### src/rtl/count_sequencer.sv
// ============================================================================
// count_sequencer : run/pause/done sequencer for the 8-bit step counter.
// Optional one-shot mode compiled in with SEQ_ONESHOT_EN.  Rev 1.0
// ============================================================================
`default_nettype none

module count_sequencer #(
    parameter int DIV   = 50000000,
    parameter int DIV_W = 26
) (
    input  logic       Clk,
    input  logic       Clear,
    input  logic       start,
    input  logic       stop,
    input  logic       mode,
    input  logic [7:0] target,
    input  logic [7:0] q,
    output logic       cnt_en,
    output logic       cnt_clr_n,
    output logic       running,
    output logic       done,
    output logic       wrap
);

    typedef enum logic [2:0] {
        S_IDLE = 3'd0,
        S_CLR  = 3'd1,
        S_RUN  = 3'd2,
        S_HOLD = 3'd3,
        S_DONE = 3'd4
    } state_t;

    localparam logic [DIV_W-1:0] c_div_last = DIV_W'(DIV - 1);

    state_t           r_state;
    logic [DIV_W-1:0] r_div;
    logic             r_start_q;
    logic             r_stop_q;

    logic w_start_rise;
    logic w_stop_rise;
    logic w_tick;
    logic w_match;

    assign w_start_rise = start & ~r_start_q;
    assign w_stop_rise  = stop  & ~r_stop_q;
    assign w_tick       = (r_state == S_RUN) && (r_div == c_div_last);

`ifdef SEQ_ONESHOT_EN
    assign w_match = mode && (q == target);
    assign wrap    = cnt_en & (q == 8'hFF) & ~mode;
    assign done    = (r_state == S_DONE);
`else
    logic w_unused;
    assign w_unused = ^{mode, target};
    assign w_match  = 1'b0;
    assign wrap     = cnt_en & (q == 8'hFF);
    assign done     = 1'b0;
`endif

    // Gating with Clear keeps the counter quiet on the reset edge itself.
    assign cnt_en    = Clear & w_tick & ~w_match;
    assign cnt_clr_n = Clear & (r_state != S_CLR);
    assign running   = (r_state == S_RUN);

    always_ff @(posedge Clk) begin
        if (!Clear) begin
            r_state   <= S_IDLE;
            r_div     <= '0;
            r_start_q <= 1'b1;
            r_stop_q  <= 1'b1;
        end else begin
            r_start_q <= start;
            r_stop_q  <= stop;
            unique case (r_state)
                S_IDLE: begin
                    if (w_start_rise && !w_stop_rise)
                        r_state <= S_CLR;
                end
                S_CLR: begin
                    r_div   <= '0;
                    r_state <= S_RUN;
                end
                S_RUN: begin
                    if (w_match)
                        r_state <= S_DONE;
                    else if (w_stop_rise)
                        r_state <= S_HOLD;      // divider keeps its partial period
                    else if (w_tick)
                        r_div <= '0;
                    else
                        r_div <= r_div + DIV_W'(1);
                end
                S_HOLD: begin
                    if (w_stop_rise)
                        r_state <= S_IDLE;
                    else if (w_start_rise)
                        r_state <= S_RUN;
                end
                S_DONE: begin
                    if (w_stop_rise)
                        r_state <= S_IDLE;
                    else if (w_start_rise)
                        r_state <= S_CLR;
                end
                default: r_state <= S_IDLE;
            endcase
        end
    end

endmodule

`default_nettype wire

### config.mk
export PLATFORM = sky130hd
export DESIGN_NAME = count_sequencer
export DESIGN_NICKNAME = d
export VERILOG_FILES = /design/src/rtl/count_sequencer.sv
export SDC_FILE = /design/constraint.sdc
export NUM_CORES = 1
export LEC_CHECK = 0
export ABC_AREA = 1
export BUFFER_PORTS_ARGS = -buffer_cell sky130_fd_sc_hd__buf_4
export CAP_MARGIN = 0
export CORE_MARGIN = 2
export CORE_UTILIZATION = 61
export DETAILED_ROUTE_END_ITERATION = 12
export GPL_ROUTABILITY_DRIVEN = 0
export GPL_TIMING_DRIVEN = 0
export PLACE_DENSITY = 0.81
export SLEW_MARGIN = 20
export SYNTH_ARGS = -nofsm -noshare
export SYNTH_HDL_FRONTEND = slang
export SYNTH_SLANG_ARGS = --single-unit
### constraint.sdc
create_clock -name Clk -period 3.88 [get_ports Clk]
set_input_delay 0.582 -clock Clk [delete_from_list [all_inputs] [get_ports Clk]]
set_output_delay 0.582 -clock Clk [all_outputs]
set_load 0.01 [all_outputs]
Word level (Yosys, flattened, before mapping)
Index checks and enable logic that the tools add are counted.
{ "classes": {"n_addsub": 1, "n_eq_ne": 12, "n_mux": 10, "bitwise_logic": 7, "n_reduce_logical": 7} }
{ "ops": {"columns": ["cell", "n"], "rows": [
  ["26-bit 2-to-1 mux", 2],
  ["26-bit case mux with 2 select lines", 1],
  ["26-bit by 1-bit adder with 26-bit output, second input constant", 1],
  ["26-bit equality test, second input constant", 1],
  ["3-bit 2-to-1 mux", 6],
  ["3-bit case mux with 5 select lines", 1],
  ["8-bit equality test, second input constant", 1],
  ["3-bit by 2-bit equality test with 1-bit output, second input constant", 2],
  ["3-bit inequality test, second input constant", 2],
  ["1-bit bitwise AND", 5],
  ["2-bit inequality test, second input constant", 2],
  ["4-bit AND reduction", 1],
  ["3-bit by 1-bit equality test with 1-bit output, second input constant", 1],
  ["3-bit equality test, second input constant", 1],
  ["3-bit zero test", 1],
  ["3-bit by 1-bit inequality test with 1-bit output, second input constant", 1],
  ["1-bit logical AND", 2],
  ["2-bit by 1-bit inequality test with 1-bit output, second input constant", 1],
  ["1-bit NOT", 2],
  ["2-bit AND reduction", 1],
  ["2-bit nonzero test", 1],
  ["1-bit zero test", 1]
]} }
{ "totals": {"ff_bits": 31, "wordCells": 41} }

Longest topological paths before layout
{ "depth": {"word_depth": 6, "ltp_mapped": 11, "depth_no_buf": 10} }

Worst setup path before layout
OpenSTA, ideal clock, no wires.
{ "synth_path": {"path_type": "register to output", "start": "reg r_div[0]", "end": "out wrap", "t_arrival_ns": 1.422, "required_ns": 3.298, "path_slack_ns": 1.876, "path_stages_with_launch": 8, "path_buffers": 0, "path_cell_list": "dfxtp_1 > ha_1 > nand3_1 > nor3_2 > inv_2 > nor2_4 > nand2_1 > nor4_1"} }
{ "synth_via": {"elab_chain_cells": 4} }
{ "synth_rtl": {"columns": ["item", "line_no", "source"], "rows": [
  ["start: declaration", "36", "logic [DIV_W-1:0] r_div;"],
  ["start signal: assignment", "92", "r_div <= r_div + DIV_W'(1);"],
  ["26-bit equality test", "47", "assign w_tick = (r_state == S_RUN) && (r_div == c_div_last);"],
  ["1-bit logical AND", "47", null],
  ["1-bit bitwise AND", "62", "assign cnt_en = Clear & w_tick & ~w_match;"],
  ["1-bit bitwise AND", "57", "assign wrap = cnt_en & (q == 8'hFF);"],
  ["end: declaration", "22", "output logic wrap"]
]} }
No other way between the ends.

Worst setup path in the final report
{ "layout_path": {"start": "reg r_div[1]", "end": "out wrap"} }
The elaborated chain is that of the path after synthesis.

==> impl_summary.txt <==
----------------------------------------------------
[STA]
  Setup clock skew after layout ... 0.008370 ns
  Highest clock frequency the design can meet ... 0.3968 GHz
  Final period utilization ... 64.96%
  Fin. Hold Viols ... 0
  Unrepaired setup endpoints after global routing ... false
  Final setup viols ... 0
  Setup_tns ... 0 ns
  Fin crit period ... 2.520 ns
  Number of pins exceeding their max-slew limit in the final report ... 0

[Critical path]
  Type of element launching the critical path ... register
  Required @ worst endpoint ... 3.30 ns
  Maximum fanout along the worst path ... 4
  Type of the worst setup path ... register to output port
  Capturing element type of the critical path ... output port
  Data arrival at the endpoint of the critical path ... 1.94 ns
  Reg2reg path depth ... 9

[Synthesis]
  Synth Net Count ... 320
  Dominant cell type by area after synthesis ... sky130_fd_sc_hd__dfxtp_1
  Number of distinct library cells after synthesis ... 30
  Sequential-to-total area share from yosys stat ... 31.60%
  Post-synthesis share of cell area spent on and, or, nand and nor gates ... 48.98%
  Leading register cell type out of synthesis ... sky130_fd_sc_hd__dfxtp_1
  Top cells by count, synth ... sky130_fd_sc_hd__nand2_1, sky130_fd_sc_hd__nor2_1, sky130_fd_sc_hd__inv_1
  #FFs+latches synth ... 30
  Area fraction in compound gates after synthesis ... 5.267%
  Combinational family with the most area after synthesis ... simple AND/OR/NAND/NOR gates
  Biggest area contributors in the synthesized netlist ... sky130_fd_sc_hd__dfxtp_1, sky130_fd_sc_hd__nand2_1, sky130_fd_sc_hd__nor2_1, sky130_fd_sc_hd__inv_1, sky130_fd_sc_hd__nand3_1
  Parity-gate share of the synthesized area counting xor and xnor cells ... 2.765%
  Mean instance size in the synthesized netlist ... 6.399 um2
  Post-synth EDFFs ... 0
  Area share of fa/ha/maj cells after synthesis ... 1.317%
  Mux cell area share after synthesis ... 0%
  Yosys warnings ... 0
  Most instantiated library cell after synthesis ... sky130_fd_sc_hd__nand2_1
  Cells after synthesis ... 297
  Netlist Area Pre-Place ... 1901 um2
  Fraction of post-synthesis cell area in the top cell type by area ... 31.60%
  Synth async-reset ratio ... 0%

[Floorplanning]
  Effective utilization at floorplan ... 63.29%
  Die outline width ... 59.82 um
  Die boundary height ... 59.82 um
  I/O pin count ... 26
  Placeable core area ... 3003 um2
  Site Rows ... 20
  Area of the die ... 3578 um2

[CTS]
  Clk_lat worst skew ... 0.34 ns
  Post-CTS sizing ... 0
  Total clock sinks ... 30
  Deepest level of the CTS H-tree ... 2
  Clock transition at path regs ... 0.10 ns
  CTS Hold Bufs ... 0
  TritonCTS clock tree ... built
  CTS buffer count ... 5
  Post-CTS setup buffers ... 0
  Clk Tree Root Cell ... sky130_fd_sc_hd__clkbuf_4
  Largest buffer count on any clock path ... 2

[Pwr]
  Worst voltage drop across the vdd grid ... 0.1706 mV
  PnR Total Power ... 0.5765 mW
  Leakage ... 0.8356 nW
  Total power density per cell area ... 272.7 nW/um2

[Min path]
  Number of cells on the worst hold path ... 3
  Type of the most critical hold path ... input pin to register

[Cells and area]
  Final Cell Area ... 2115 um2
  Signed area change from the synthesized netlist to the final layout ... 11.26%
  Nets ... 342
  Number of antenna cells inserted ... 0
  Filler Cell Count ... 277
  Proportion of layout cells with a drive suffix above 1 ... 16.25%

[Global routing]
  Wire length of the first global-routing pass ... 7341 um
  Via count of the first global-routing pass ... 1,623
  Pin count of the biggest net entering global routing ... 11
  Gr usage total ... 27.74%
  Number of antenna violations at the first check in global routing ... 0
  Overflow left after global routing ... 0

[Route]
  Starting DRC count in detailed routing ... 78
  Routed WL ... 4366 um
  Total via count in the routed design ... 1,857
  Number of routed nets with antenna violations ... 0
  Post-DR vias/cell ... 5.261
  Count of unresolved DRC violations after routing ... 0
  Avg WL per Cell ... 12.37 um
  Number of detailed-route iterations in the first pass ... 4

[Placement]
  Count of buffers from port buffering ... 15
  Placed standard-cell area ... 2054 um2
  Final HPWL from detailed placement ... 3384 um

[Job]
  Max Cap Viol ... 0

[Run status]
  Outcome ... finished, final reports clean

----------------------------------------------------
==> worst paths after layout <==
path | slack (ns) | endpoint | start
max | 1.36 | wrap | r_div[1]
min | 0.42 | r_start_q | start
max reg2reg | 2.12 | r_div[16] | r_div[1]
min reg2reg | 0.50 | r_div[22] | r_div[22]
==> cell type report <==
class                      instances  area (um2)  area share (%)
sequential                        30       600.6           28.40
multi-input combinational        225        1112           52.60
clock buffer                       7       55.05           2.604
inverter                          38       142.6           6.746
tap                               33       41.29           1.953
buffer                             4       45.04           2.130
clock inverter                     1       5.005          0.2367
timing repair buffer              15       112.6           5.325
==> flip-flops by register name, summed over array words and instances, names as in the netlist <==
name       count
r_state        2
r_start_q      1
r_div         26
r_stop_q       1
==> critical path, cell delays in order, from the launching register on <==
cell	delay (ns)
sky130_fd_sc_hd__dfxtp_1	0.40
sky130_fd_sc_hd__ha_1	0.26
sky130_fd_sc_hd__nand3_1	0.11
sky130_fd_sc_hd__nor3_2	0.21
sky130_fd_sc_hd__inv_2	0.07
sky130_fd_sc_hd__nor2_4	0.11
sky130_fd_sc_hd__nand2_1	0.09
sky130_fd_sc_hd__nor4_1	0.18
sky130_fd_sc_hd__buf_4	0.17
==> through the flow <==
step / instances / util (%) / setup WS [ns] / hold slack, ns
floorplan: 297 / - / 1.876 / 0.4643
global placement: 345 / 68.42 / 1.808 / 0.4829
detailed placement: 345 / 68.42 / 1.749 / 0.4880
CTS: 353 / 70.42 / 1.365 / 0.4256
global route: 353 / 70.42 / 1.149 / 0.4392
finish: 353 / 70.42 / 1.360 / 0.4220
==> cell families (layout without fill, tap and decap cells) <==
kind of cell / count (synthesis) / after routing
AO/OA/AOI/OAI: 20 / 20
adder cells (fa/ha/maj): 2 / 2
buffers and inverters: 42 / 65
AND/OR/NAND/NOR: 196 / 196
flip-flops: 30 / 30
XOR/XNOR: 6 / 6
other: 1 / 1
==> report_power, final <==
part           switching (mW)  internal (mW)
registers             0.00318          0.311
clock network           0.113         0.0877
logic                  0.0368         0.0246
total                   0.153          0.423
==> layout by cell type, fill, tap and decap left out, types with 6 or more instances in the layout <==
cell / netlist / routed
sky130_fd_sc_hd__o21ai_0: 6 / 6
sky130_fd_sc_hd__nand2_1: 72 / 72
sky130_fd_sc_hd__nor3_1: 12 / 12
sky130_fd_sc_hd__inv_1: 33 / 33
sky130_fd_sc_hd__dfxtp_1: 30 / 30
sky130_fd_sc_hd__a21oi_1: 12 / 12
sky130_fd_sc_hd__nor2_1: 60 / 60
sky130_fd_sc_hd__buf_4: 1 / 16
sky130_fd_sc_hd__nor2_4: 6 / 6
sky130_fd_sc_hd__nand3_1: 20 / 20
==> metal layers <==
metal | vias to the layer above | track usage (%) | wire [um]
li1 | 970 | - | -
met1 | 826 | 36.95 | 2053
met2 | 51 | 43.32 | 1980
met3 | 10 | 4.978 | 225
met4 | 0 | 12.70 | 107
met5 | - | 0 | 0
Note: power is estimated with default switching activity, not from simulation.
